### src/rtl/key_entry_scan.sv
// 4x4 keypad scanner with frame debounce and two-field (A/B) decimal entry FSM.
// Build option: define KEY_ZERO_REJECT_EN to make enter with an empty (zero) buffer a no-op.
module key_entry_scan #(
  parameter int F   = 50_000,
  parameter int DEB = 5
) (
  input  logic       sys_clk,
  input  logic       sys_rst_n,
  input  logic [3:0] key_row,
  output logic [3:0] key_col,
  output logic [7:0] num1,
  output logic [7:0] num2,
  output logic       wr_done,
  output logic       key_valid,
  output logic [3:0] key_code,
  output logic [7:0] edit_val,
  output logic [1:0] edit_sel
);

  localparam int CW = (F > 1) ? $clog2(F) : 1;
  localparam int MW = (DEB > 1) ? $clog2(DEB + 1) : 1;
  localparam logic [CW-1:0] STEP_LAST   = CW'(F - 1);
  localparam logic [CW-1:0] STEP_SAMPLE = CW'(F - 2);
  localparam logic [CW-1:0] ONE_C       = CW'(1);
  localparam logic [MW-1:0] DEB_M       = MW'(DEB);
  localparam logic [MW-1:0] ONE_M       = MW'(1);

  localparam logic [3:0] KEY_A     = 4'd10;
  localparam logic [3:0] KEY_B     = 4'd11;
  localparam logic [3:0] KEY_CLEAR = 4'd12;
  localparam logic [3:0] KEY_ENTER = 4'd13;

  typedef enum logic [1:0] {
    S_IDLE  = 2'd0,
    S_EDIT  = 2'd1,
    S_WRITE = 2'd2
  } state_t;

  function automatic logic [4:0] pop16(input logic [15:0] v);
    logic [4:0] n;
    n = 5'd0;
    for (int i = 0; i < 16; i++) begin
      n = n + {4'd0, v[i]};
    end
    return n;
  endfunction

  function automatic logic [3:0] idx16(input logic [15:0] v);
    logic [3:0] k;
    k = 4'd0;
    for (int i = 15; i >= 0; i--) begin
      if (v[i]) begin
        k = 4'(i);
      end else begin
        k = k;
      end
    end
    return k;
  endfunction

  function automatic logic [1:0] col_index(input logic [3:0] col);
    logic [1:0] c;
    case (col)
      4'b1110: c = 2'd0;
      4'b1101: c = 2'd1;
      4'b1011: c = 2'd2;
      4'b0111: c = 2'd3;
      default: c = 2'd0;
    endcase
    return c;
  endfunction

  logic [3:0]    row_meta_r, row_sync_r;
  logic [CW-1:0] step_cnt_r;
  logic [3:0]    key_col_r;
  logic [15:0]   raw_cur_r, prev_raw_r, stable_r;
  logic [MW-1:0] match_cnt_r;
  logic          key_valid_r;
  logic [3:0]    key_code_r;
  state_t        state_r, state_nxt_s;
  logic [7:0]    num1_r, num2_r, edit_val_r;
  logic [1:0]    edit_sel_r;
  logic          wr_done_r;

  logic [1:0]    col_idx_s;
  logic          sample_s, frame_end_s, commit_s, accept_s;
  logic [15:0]   raw_frame_s, press_s;
  logic [MW-1:0] match_nxt_s;
  logic [4:0]    press_cnt_s;
  logic [3:0]    press_idx_s;
  logic [7:0]    num1_nxt_s, num2_nxt_s, edit_val_nxt_s;
  logic [1:0]    edit_sel_nxt_s;
  logic          wr_done_nxt_s;

  // Scan timing and debounce decisions for the current cycle.
  always_comb begin
    col_idx_s   = col_index(key_col_r);
    sample_s    = (step_cnt_r == STEP_SAMPLE);
    frame_end_s = sample_s && (col_idx_s == 2'd3);
    raw_frame_s = raw_cur_r;
    raw_frame_s[15:12] = ~row_sync_r;
    if (raw_frame_s == prev_raw_r) begin
      match_nxt_s = (match_cnt_r >= DEB_M) ? DEB_M : (match_cnt_r + ONE_M);
    end else begin
      match_nxt_s = ONE_M;
    end
    commit_s    = frame_end_s && (match_nxt_s >= DEB_M);
    press_s     = raw_frame_s & ~stable_r;
    press_cnt_s = pop16(press_s);
    press_idx_s = idx16(press_s);
    accept_s    = commit_s && (press_cnt_s == 5'd1) && (press_idx_s < 4'd14);
  end

  // Row synchronizer, column rotation, raw frame capture and stable-map commit.
  always_ff @(posedge sys_clk or negedge sys_rst_n) begin
    if (!sys_rst_n) begin
      row_meta_r  <= 4'hF;
      row_sync_r  <= 4'hF;
      step_cnt_r  <= {CW{1'b0}};
      key_col_r   <= 4'b1110;
      raw_cur_r   <= 16'h0000;
      prev_raw_r  <= 16'h0000;
      stable_r    <= 16'h0000;
      match_cnt_r <= {MW{1'b0}};
      key_valid_r <= 1'b0;
      key_code_r  <= 4'd0;
    end else begin
      row_meta_r <= key_row;
      row_sync_r <= row_meta_r;
      if (step_cnt_r == STEP_LAST) begin
        step_cnt_r <= {CW{1'b0}};
        key_col_r  <= {key_col_r[2:0], key_col_r[3]};
      end else begin
        step_cnt_r <= step_cnt_r + ONE_C;
      end
      if (sample_s) begin
        raw_cur_r[{col_idx_s, 2'b00} +: 4] <= ~row_sync_r;
      end
      if (frame_end_s) begin
        prev_raw_r  <= raw_frame_s;
        match_cnt_r <= match_nxt_s;
      end
      if (commit_s) begin
        stable_r <= raw_frame_s;
      end
      key_valid_r <= accept_s;
      if (accept_s) begin
        key_code_r <= press_idx_s;
      end
    end
  end

  // Entry FSM state register.
  always_ff @(posedge sys_clk or negedge sys_rst_n) begin
    if (!sys_rst_n) begin
      state_r <= S_IDLE;
    end else begin
      state_r <= state_nxt_s;
    end
  end

  // Entry FSM next-state logic.
  always_comb begin
    state_nxt_s = state_r;
    case (state_r)
      S_IDLE: begin
        if (key_valid_r && (key_code_r == KEY_A || key_code_r == KEY_B)) begin
          state_nxt_s = S_EDIT;
        end else begin
          state_nxt_s = S_IDLE;
        end
      end
      S_EDIT: begin
        if (key_valid_r && key_code_r == KEY_ENTER) begin
`ifdef KEY_ZERO_REJECT_EN
          state_nxt_s = (edit_val_r == 8'd0) ? S_EDIT : S_WRITE;
`else
          state_nxt_s = S_WRITE;
`endif
        end else begin
          state_nxt_s = S_EDIT;
        end
      end
      S_WRITE: state_nxt_s = S_IDLE;
      default: state_nxt_s = S_IDLE;
    endcase
  end

  // Entry FSM output logic: next values of the registered outputs.
  always_comb begin
    num1_nxt_s     = num1_r;
    num2_nxt_s     = num2_r;
    edit_val_nxt_s = edit_val_r;
    edit_sel_nxt_s = edit_sel_r;
    wr_done_nxt_s  = 1'b0;
    case (state_r)
      S_IDLE: begin
        if (key_valid_r && key_code_r == KEY_A) begin
          edit_sel_nxt_s = 2'b01;
          edit_val_nxt_s = 8'd0;
        end else if (key_valid_r && key_code_r == KEY_B) begin
          edit_sel_nxt_s = 2'b10;
          edit_val_nxt_s = 8'd0;
        end else begin
          edit_sel_nxt_s = edit_sel_r;
        end
      end
      S_EDIT: begin
        if (key_valid_r) begin
          case (key_code_r)
            4'd0, 4'd1, 4'd2, 4'd3, 4'd4, 4'd5, 4'd6, 4'd7, 4'd8, 4'd9:
              // Shift in the new digit, keeping only the last two.
              edit_val_nxt_s = (edit_val_r % 8'd10) * 8'd10 + {4'd0, key_code_r};
            KEY_A: begin
              edit_sel_nxt_s = 2'b01;
              edit_val_nxt_s = 8'd0;
            end
            KEY_B: begin
              edit_sel_nxt_s = 2'b10;
              edit_val_nxt_s = 8'd0;
            end
            KEY_CLEAR: edit_val_nxt_s = 8'd0;
            KEY_ENTER: begin
              if (state_nxt_s == S_WRITE) begin
                wr_done_nxt_s = 1'b1;
                if (edit_sel_r == 2'b01) begin
                  num1_nxt_s = edit_val_r;
                end else if (edit_sel_r == 2'b10) begin
                  num2_nxt_s = edit_val_r;
                end else begin
                  num1_nxt_s = num1_r;
                end
              end else begin
                wr_done_nxt_s = 1'b0;
              end
            end
            default: edit_val_nxt_s = edit_val_r;
          endcase
        end else begin
          edit_val_nxt_s = edit_val_r;
        end
      end
      S_WRITE: begin
        edit_val_nxt_s = 8'd0;
        edit_sel_nxt_s = 2'b00;
      end
      default: begin
        edit_val_nxt_s = 8'd0;
        edit_sel_nxt_s = 2'b00;
      end
    endcase
  end

  // Entry FSM output registers.
  always_ff @(posedge sys_clk or negedge sys_rst_n) begin
    if (!sys_rst_n) begin
      num1_r     <= 8'd0;
      num2_r     <= 8'd0;
      edit_val_r <= 8'd0;
      edit_sel_r <= 2'b00;
      wr_done_r  <= 1'b0;
    end else begin
      num1_r     <= num1_nxt_s;
      num2_r     <= num2_nxt_s;
      edit_val_r <= edit_val_nxt_s;
      edit_sel_r <= edit_sel_nxt_s;
      wr_done_r  <= wr_done_nxt_s;
    end
  end

  assign key_col   = key_col_r;
  assign num1      = num1_r;
  assign num2      = num2_r;
  assign wr_done   = wr_done_r;
  assign key_valid = key_valid_r;
  assign key_code  = key_code_r;
  assign edit_val  = edit_val_r;
  assign edit_sel  = edit_sel_r;

endmodule

### config.mk
export PLATFORM = sky130hd
export DESIGN_NAME = key_entry_scan
export DESIGN_NICKNAME = d
export VERILOG_FILES = /design/src/rtl/key_entry_scan.sv
export SDC_FILE = /design/constraint.sdc
export NUM_CORES = 1
export LEC_CHECK = 0
export ABC_AREA = 1
export BUFFER_PORTS_ARGS = -buffer_cell sky130_fd_sc_hd__buf_2
export CAP_MARGIN = 10
export CORE_AREA = 2 2 130 132
export DETAILED_ROUTE_END_ITERATION = 10
export DIE_AREA = 0 0 132 134
export PLACE_DENSITY_LB_ADDON = 0.2
export SETUP_SLACK_MARGIN = 0.3
export SYNTH_ARGS = -nofsm -noshare
export SYNTH_HDL_FRONTEND = slang
export SYNTH_SLANG_ARGS = --single-unit
### constraint.sdc
create_clock -name sys_clk -period 11.9 [get_ports sys_clk]
set_clock_uncertainty 0.1 [all_clocks]
set_input_delay 1.19 -clock sys_clk [delete_from_list [all_inputs] [get_ports sys_clk]]
set_output_delay 1.19 -clock sys_clk [all_outputs]
set_load 0.03 [all_outputs]
==> results of run 1 <==
[metal layers]
metal	track usage, %	share of wire [%]	up-vias
met5	0	0	-
met4	5.07	1.4	0
met3	2.53	3.0	11
met2	26.8	47	71
met1	21.2	49	2156
li1	-	-	2478
[stage by stage]
stage,hold WS [ns],utilization [%],instances,worst slack (ns)
final,0.257,42.0,1005,7.23
after CTS,0.257,42.0,1005,7.20
after global routing,0.265,42.0,1005,6.84
after global placement,0.247,40.0,989,7.31
after floorplan,0.245,-,735,7.49
after detailed placement,0.247,40.0,989,7.22
[cells in the mapped netlist, drive strengths merged]
cell type  count  share of area, %
nor4           5              0.52
nand2        167                11
o41ai          8               1.2
a211oi         3              0.37
or2            7              0.72
o31ai          3              0.37
o2111ai        3              0.43
nand4         11               1.1
nor3b          2              0.33
o32ai          1              0.14
o21bai         2              0.25
nor2          70               4.3
a2111o         1              0.19
dfrtp         98                41
o22ai          6              0.62
a21o           1              0.14
ha            23               4.8
xnor2          5              0.72
fa            12               4.0
a311oi         1              0.14
inv          117               7.3
nand3b         2              0.25
nor3           7              0.58
a21boi         1              0.12
o211ai         2              0.25
o21ai         74               6.3
buf            2              0.17
nor4b          1              0.14
o21a           1              0.12
xor2          16               2.3
dfstp         11               4.8
a21oi         21               1.7
a31oi          1              0.10
a41oi          1              0.14
conb           1             0.062
nand3         39               3.5
and3b          1              0.14
clkbuf         7              0.45
[worst paths after layout]
| kind | cells after the start | to | slack, ns | start |
|---|---|---|---|---|
| min in group asynchronous | 1 | key_col[0] | 0.75 | sys_rst_n |
| worst max-delay path | 17 | key_code[1] | 7.23 | raw_cur_r[7] |
| worst min register to register | 0 | row_sync_r[2] | 0.26 | row_meta_r[2] |
| max in group asynchronous | 2 | prev_raw_r[7] | 9.74 | sys_rst_n |
| worst max register to register | 17 | key_code[1] | 7.23 | raw_cur_r[7] |
| worst min-delay path | 0 | row_sync_r[2] | 0.26 | row_meta_r[2] |
[area by class of cell]
cell class | count | area (sq um)
multi-input combinational | 500 | 2840
fill | 1683 | 9450
clock buffer | 12 | 267
sequential | 109 | 2740
tap | 220 | 275
timing repair buffer | 43 | 223
inverter | 117 | 439
clock inverter | 4 | 55.1
[flip-flops by register name (all words and copies together) (netlist names)]
| signal | cells |
|---|---|
| row_sync_r | 4 |
| stable_r | 16 |
| state_r | 2 |
| key_code | 4 |
| edit_sel | 2 |
| match_cnt_r | 3 |
| key_col | 4 |
| raw_cur_r | 12 |
| wr_done | 1 |
| num1 | 8 |
| num2 | 8 |
| key_valid | 1 |
| step_cnt_r | 16 |
| prev_raw_r | 16 |
| row_meta_r | 4 |
| edit_val | 8 |
[kinds of logic (layout without fill, tap and decap cells)]
kind of cell | after synthesis | after routing | synth area share [%]
flip-flops | 109 | 109 | 45.3
AND/OR/NAND/NOR | 312 | 312 | 22.4
XOR/XNOR | 21 | 21 | 3.04
adder cells (fa/ha/maj) | 35 | 35 | 8.73
buffers and inverters | 126 | 176 | 7.88
other | 1 | 2 | 0.0620
AO/OA/AOI/OAI | 130 | 130 | 12.6
[report_power, final]
part           total, mW  switching [mW]  internal, mW
logic             0.0253          0.0174       0.00793
clock network      0.323           0.141         0.181
registers          0.374         0.00174         0.373
==> impl_metrics.yaml, run 1 <==
sta:
  worstMarginPinSlew_ns: 1.03
  min_period_over_period_pct: 39.2
  max_freq_mhz: 214
  fin_tns_setup_ns: 0
  rsz0062_at_grt: "false"
  drv_slew: 0
  timing.final.hold_violations: 0
  relSlewSlack_pct: 31.2
  min_period_ns: 4.67
  setup-violations-final: 0
die:
  chipWidth_um: 132
  die_h_um: 134
  initial_utilization_pct: 37.1
  core_area_sq_um: 16300
  core.rowCount: 47
  die_area_sq_um: 17700
  io-pin-count: 42
cts:
  clockBufferDepth: 2
  post_cts_buffers: 0
  cts_inserted_buffers: 9
  cts_resized: 0
  postCtsHoldBufs: 0
  cts_tree: "yes"
  clkTransAtPathRegs_ns: 0.07
  root_buffer: "clkbuf_16"
  h-tree-depth: 3
  clock-sinks: 109
  clkLatencyLatePin_ns: 0.36
synthesis:
  yosysWarnings: 0
  syn_area_sq_um: 6050
  synth.avg_cell_area_sq_um: 8.24
  ys_seq_area_share_pct: 45.3
  synthCells: 734
  ys_ff_latch: 109
  synth_cell_types: 46
setup_path:
  arrival_ns: 4.81
  path_common_cell: "inv_1"
  path_class: "reg2reg"
  crit_family: "adder cells"
  path_cells: "inv_1 -> or2_2 -> fa_1 -> inv_1 -> fa_1 -> fa_1 -> inv_1 -> fa_1 -> inv_1 -> ha_1 -> inv_1 -> fa_1 -> nand3_1 -> a211oi_1 -> nand4_1 -> o21ai_0 -> inv_1"
  path_buf_inv: 6
  crit_fanout: 8
  crit_path_max_incr_delay_ns: 0.54
  startpoint_type: "register"
  cpMaxStageDelayCell: "fa_1"
  cp-end-kind: "register"
  cp_data_required_time_ns: 12.05
power:
  p_per_area_nw_per_um2: 106
  ir_worst_vdd_uv: 71.5
  finalPower_uw: 723
  p_leak_nw: 3.38
global_routing:
  track_usage_pct: 15.9
  grt_overflow_total: 0
  grt_start_max_net_pins: 63
  grt_pass1_vias: 4681
  antenna_found_initial: 0
  grt_pass1_wl_um: 22800
layout:
  final_cell_area_sq_um: 6840
  layout-drive-gt1-share_pct: 12.0
  layout_commonest_cell: "nand2_1"
  syn2layout_area_growth_pct: 13.0
  n_antenna_cell: 0
  nets: 821
  final_cell_mix: "nand2_1 (158), inv_1 (114), dfrtp_1 (98)"
flow_run:
  max_cap_viol_count: 0
status:
  status: "complete, no violations"
routing:
  wl_um: 13100
  ant_nets: 0
  vias: 4716
  drc: 0
  wire_per_inst_um: 13.1
  avgViaCountPerCell: 4.69
  dr.first_iter.drc_count: 206
  dr.pass1.iters: 4
placement:
  place_congestion: 0.827
  placed_area_sq_um: 6520
  hpwl_um: 9790
  io_buffers: 41
worst_hold_path:
  hold_class: "reg2reg"
No activity file was read; power rests on OpenSTA's default activity.
==> run 2, diff against run 1 <==
==> constraint.sdc (replaced) <==
create_clock -name sys_clk -period 3.8 [get_ports sys_clk]
set_clock_uncertainty 0.1 [all_clocks]
set_input_delay 0.38 -clock sys_clk [delete_from_list [all_inputs] [get_ports sys_clk]]
set_output_delay 0.38 -clock sys_clk [all_outputs]
set_load 0.03 [all_outputs]
==> impl_metrics.yaml, run 2 (synthesized netlist as in run 1, its figures left out) <==
layout:
  layout_commonest_cell: "nand2_1"
  final_cell_mix: "nand2_1 (149), inv_1 (104), dfrtp_1 (94)"
  final_cell_area_sq_um: 7380
  reg_top3: "prev_raw_r (16), stable_r (16), step_cnt_r (16)"
  n_antenna_cell: 0
  syn2layout_area_growth_pct: 22.0
  layout-drive-gt1-share_pct: 21.2
  nets: 860
power:
  pwr-share-seq_pct: 49.1
  p_sw_share_pct: 21.4
  finalPower_mw: 2.38
  clkPwrFrac_pct: 46.6
  p_per_area_nw_per_um2: 323
  p_leak_nw: 3.61
  pwr-share-comb_pct: 4.3
  ir_worst_vdd_uv: 222
  p_int_mw: 1.87
  switching_power_uw: 508
routing:
  drc: 0
  wl_met3_um: 429
  dr.first_iter.drc_count: 238
  vias: 5100
  met1_length_um: 6440
  highest_layer: "met4"
  ant_nets: 0
  dr.pass1.iters: 6
  wl_um: 14200
  wire_per_inst_um: 13.6
  avgViaCountPerCell: 4.89
  routed-wl-met2_um: 6980
global_routing:
  grt_pass1_wl_um: 24200
  grt_start_max_net_pins: 59
  track_usage_pct: 16.8
  grt_pass1_vias: 5101
  grt_overflow_total: 0
  antenna_found_initial: 0
setup_path:
  path_buf_inv: 7
  crit_path_max_incr_delay_ns: 0.54
  r2r_end: "key_code[1]"
  cpMaxStageDelayCell: "dfstp_2"
  arrival_ns: 4.50
  path_class: "reg2reg"
  path_cells: "nor2_2 -> fa_1 -> inv_1 -> fa_1 -> inv_2 -> fa_1 -> inv_2 -> fa_1 -> inv_1 -> ha_2 -> inv_2 -> fa_2 -> nand3_2 -> a211oi_2 -> nand4_1 -> buf_6 -> o21ai_1 -> inv_1"
  path_common_cell: "fa_1"
  crit_family: "adder cells"
  cp-end-kind: "register"
  crit_fanout: 8
  startpoint_type: "register"
  r2r-start: "row_sync_r[3]"
  rr_worst_depth: 18
  rrSetupSlack_ns: -0.55
  crit_cells: 18
  cp_data_required_time_ns: 3.95
placement:
  place_congestion: 0.808
  io_buffers: 41
  placed_area_sq_um: 6770
  hpwl_um: 10400
flow_run:
  max_cap_viol_count: 0
sta:
  rsz0062_at_grt: "true"
  worst_slack_ns: -0.554
  timing.final.hold_violations: 5
  min_period_ns: 4.35
  max_freq_mhz: 230
  min_period_over_period_pct: 115
  setup-violations-final: 5
  worstMarginPinSlew_ns: 0.796
  drv_slew: 0
  hold-worst-slack_ns: -0.0143
  relSlewSlack_pct: 46.9
cts:
  clkTransAtPathRegs_ns: 0.07
  clockBufferDepth: 2
  cts_tree: "yes"
  root_buffer: "clkbuf_16"
  cts_inserted_buffers: 9
  h-tree-depth: 3
  clkLatencyLatePin_ns: 0.36
  clock-sinks: 109
die:
  die_area_sq_um: 17700
  core_area_sq_um: 16300
  core.rowCount: 47
  initial_utilization_pct: 37.1
  io-pin-count: 42
  die_h_um: 134
  chipWidth_um: 132
worst_hold_path:
  hold_class: "in2async"
status:
  violations: "hold timing, setup timing"
  status: "finished with violations"
==> run 2: cell count changes in the layout (fill, tap and decap cells not counted), moves of 5 or more <==
cell     before  now
a21oi_2       0    5
nand2_1     158  149
a21oi_1      21   15
inv_2         3   11
buf_4         3   37
inv_1       114  104
nand2_4       0    5
==> run 2: power groups by stage <==
stage | registers (mW) | clock network (mW) | logic [mW]
floorplan | 1.19 | 0 | 0.0450
global placement | 1.19 | 0 | 0.0918
detailed placement | 1.19 | 0 | 0.0947
CTS | 1.17 | 1.14 | 0.0977
global route | 1.17 | 1.20 | 0.117
finish | 1.17 | 1.11 | 0.103
==> run 2: layout make-up <==
| cell class | instances | area (sq um) |
|---|---|---|
| clock buffers | 10 | 239 |
| multi-input cells | 500 | 3030 |
| well taps | 220 | 275 |
| flip-flops and latches | 109 | 2750 |
| inverters | 117 | 444 |
| fillers | 1610 | 8910 |
| repair buffers | 82 | 531 |
| clock inverters | 6 | 116 |
==> run 2: per-stage QoR <==
stage | hold slack [ns] | worst slack [ns] | setup TNS, ns | cells | utilization [%]
2_1_floorplan | -0.0156 | -0.467 | -1.92 | 735 | -
3_3_place_gp | 0.247 | -0.566 | -2.40 | 1014 | 41.5
3_5_place_dp | 0.247 | -0.633 | -2.69 | 1014 | 41.5
4_1_cts | 0.0000975 | -0.563 | -2.46 | 1038 | 44.5
5_1_grt | 0.0131 | -0.747 | -3.60 | 1044 | 45.3
6_report | -0.0143 | -0.554 | -2.40 | 1044 | 45.3
==> run 2: what timing repair did <==
action                     CTS  global route
hold endpoints to repair     0             3
resized for setup           20            26
cloned                       0             0
setup endpoints to repair    8             9
pin swaps                   11             7
hold buffers                 0             3
setup buffers                8             3
==> run 2: worst max path at each step <==
stage | endpoint | slack [ns] | from
finish | key_code[1] | -0.55 | row_sync_r[3]
global route | key_code[3] | -0.75 | row_sync_r[3]
CTS | key_code[3] | -0.56 | stable_r[7]
detailed placement | key_code[3] | -0.63 | stable_r[7]
global placement | key_code[3] | -0.57 | raw_cur_r[7]
floorplan | key_code[3] | -0.47 | raw_cur_r[7]
==> run 2: layer usage <==
layer  global-route usage [%]  up-vias
li1                         -     2566
met1                     21.1     2437
met5                        0        -
met4                     6.88        0
met3                     2.95       21
met2                     28.9       76
==> run 3, diff against run 2 <==
--- a/config.mk
+++ b/config.mk
@@ -12,7 +12,8 @@
 export DETAILED_ROUTE_END_ITERATION = 10
 export DIE_AREA = 0 0 132 134
 export PLACE_DENSITY_LB_ADDON = 0.2
-export SETUP_SLACK_MARGIN = 0.3
+export RECOVER_POWER = 50
+export SETUP_SLACK_MARGIN = 0.02
 export SYNTH_ARGS = -nofsm -noshare
 export SYNTH_HDL_FRONTEND = slang
 export SYNTH_SLANG_ARGS = --single-unit
==> impl_metrics.yaml, run 3 (synthesized netlist as in run 1, its figures left out) <==
setup_path:
  arrival_ns: 4.51
  cp_data_required_time_ns: 3.94
  crit_fanout: 8
  startpoint_type: "register"
  path_class: "reg2reg"
  rrSetupSlack_ns: -0.57
  cp-end-kind: "register"
flow_run:
  max_cap_viol_count: 1
power:
  p_per_area_nw_per_um2: 309
  ir_worst_vdd_uv: 216
  p_leak_nw: 3.55
  finalPower_mw: 2.22
global_routing:
  grt_start_max_net_pins: 71
  top_usage_layer: "met2"
  met2_usage_pct: 27.2
  grt_pass1_vias: 4734
  antenna_found_initial: 0
  grt_overflow_total: 0
  track_usage_pct: 15.9
  gr-usage-met3_pct: 2.38
  grt.met1_usage_pct: 20.9
  grt_pass1_wl_um: 22700
sta:
  worst_slack_ns: -0.569
  max_freq_mhz: 229
  rsz0062_at_grt: "true"
  fin_tns_setup_ns: -2.50
  min_period_ns: 4.37
  worstMarginPinSlew_ns: 1.77
  timing.final.hold_violations: 0
  hold-worst-slack_ns: 0.0220
  setup-violations-final: 5
  drv_slew: 71
  min_period_over_period_pct: 115
  relSlewSlack_pct: -18.0
cts:
  clkTransAtPathRegs_ns: 0.07
  cts_tree: "yes"
  clkLatencyLatePin_ns: 0.35
  root_buffer: "clkbuf_16"
  h-tree-depth: 3
  clockBufferDepth: 2
  clock-sinks: 109
  cts_inserted_buffers: 9
die:
  die_h_um: 134
  initial_utilization_pct: 37.1
  core_area_sq_um: 16300
  core.rowCount: 47
  die_area_sq_um: 17700
  io-pin-count: 42
  chipWidth_um: 132
routing:
  dr.first_iter.drc_count: 314
  dr.pass1.iters: 4
  wire_per_inst_um: 12.7
  ant_nets: 0
  avgViaCountPerCell: 4.68
  vias: 4895
  drc: 0
  wl_um: 13300
layout:
  final_cell_mix: "nand2_1 (156), inv_1 (111), dfrtp_1 (97)"
  syn2layout_area_growth_pct: 18.5
  nets: 861
  reg_top3: "prev_raw_r (16), stable_r (16), step_cnt_r (16)"
  layout_commonest_cell: "nand2_1"
  n_antenna_cell: 0
  layout-drive-gt1-share_pct: 17.2
placement:
  hpwl_um: 9970
  place_congestion: 0.820
  io_buffers: 41
status:
  violations: "capacitance limit, slew limit, setup timing"
  status: "finished with violations"
worst_hold_path:
  hold_class: "in2reg"
[run 3: cell count changes in the layout (fill, tap and decap cells not counted), moves of 3 or more]
| cell | delta |
|---|---|
| ha_1 | +3 |
| dfrtp_1 | +3 |
| nand2_1 | +7 |
| inv_2 | -5 |
| a21oi_2 | -4 |
| buf_2 | -4 |
| nand2_4 | -5 |
| ha_4 | -3 |
| inv_1 | +7 |
| dfrtp_2 | -3 |
| a21oi_1 | +5 |
| clkbuf_1 | +9 |
[run 3: final timing paths]
check	start	endpoint	cells past startpoint
max in group asynchronous	sys_rst_n	stable_r[8]	2
hold / removal	key_row[0]	row_meta_r[0]	1
setup / recovery	raw_cur_r[7]	key_code[0]	18
min in group asynchronous	sys_rst_n	key_col[0]	1
hold reg to reg	row_meta_r[3]	row_sync_r[3]	0
setup reg to reg	raw_cur_r[7]	key_code[0]	18
[run 3: layout make-up]
| type | count | area (sq um) |
|---|---|---|
| Clock inverter | 4 | 56.3 |
| Inverter | 117 | 439 |
| Timing Repair Buffer | 83 | 514 |
| Clock buffer | 12 | 236 |
| Sequential cell | 109 | 2740 |
| Multi-Input combinational cell | 500 | 2910 |
| Tap cell | 220 | 275 |
| Fill cell | 1636 | 9120 |
[run 3: per-layer routing]
metal / routed length (um) / vias to the layer above
met5: 0 / -
li1: - / 2559
met4: 165 / 0
met3: 408 / 10
met1: 6490 / 2256
met2: 6210 / 70
[run 3: timing repair]
item,4_1_cts,5_1_grt
hold endpoints to repair,1,0
resized for setup,0,21
pin swaps,0,7
hold buffers,1,0
gates cloned,0,0
setup endpoints to repair,5,8
setup buffers,0,0
[run 3: stage by stage]
| stage | instances | util (%) | instance area, sq um | setup slack (ns) |
|---|---|---|---|---|
| 6_report | 1045 | 44.0 | 7170 | -0.569 |
| 5_1_grt | 1045 | 44.0 | 7170 | -0.796 |
| 3_5_place_dp | 1028 | 41.9 | 6820 | -0.505 |
| 4_1_cts | 1045 | 43.7 | 7120 | -0.536 |
| 3_3_place_gp | 1028 | 41.9 | 6820 | -0.468 |
| 2_1_floorplan | 735 | - | 6070 | -0.467 |
[run 3: power by group]
| group | leakage [nW] | total [mW] | switching [mW] | internal (mW) |
|---|---|---|---|---|
| combinational | 1.96 | 0.0953 | 0.0628 | 0.0324 |
| sequential | 1.45 | 1.17 | 0.00171 | 1.17 |
| clock | 0.141 | 0.954 | 0.437 | 0.518 |
| total | 3.55 | 2.22 | 0.501 | 1.72 |
[run 3: worst max-delay path, stage by stage (launching register included)]
cell and delay [ns]:
dfrtp_1 0.36, inv_2 0.04, or2_4 0.23, fa_1 0.55, inv_2 0.04, fa_1 0.49, fa_1 0.49, inv_1 0.05
fa_1 0.42, inv_1 0.06, ha_2 0.17, inv_2 0.04, fa_2 0.52, nand3_2 0.08, a211oi_2 0.17, nand4_1 0.14
buf_6 0.17, nand2_2 0.07, o31ai_4 0.06
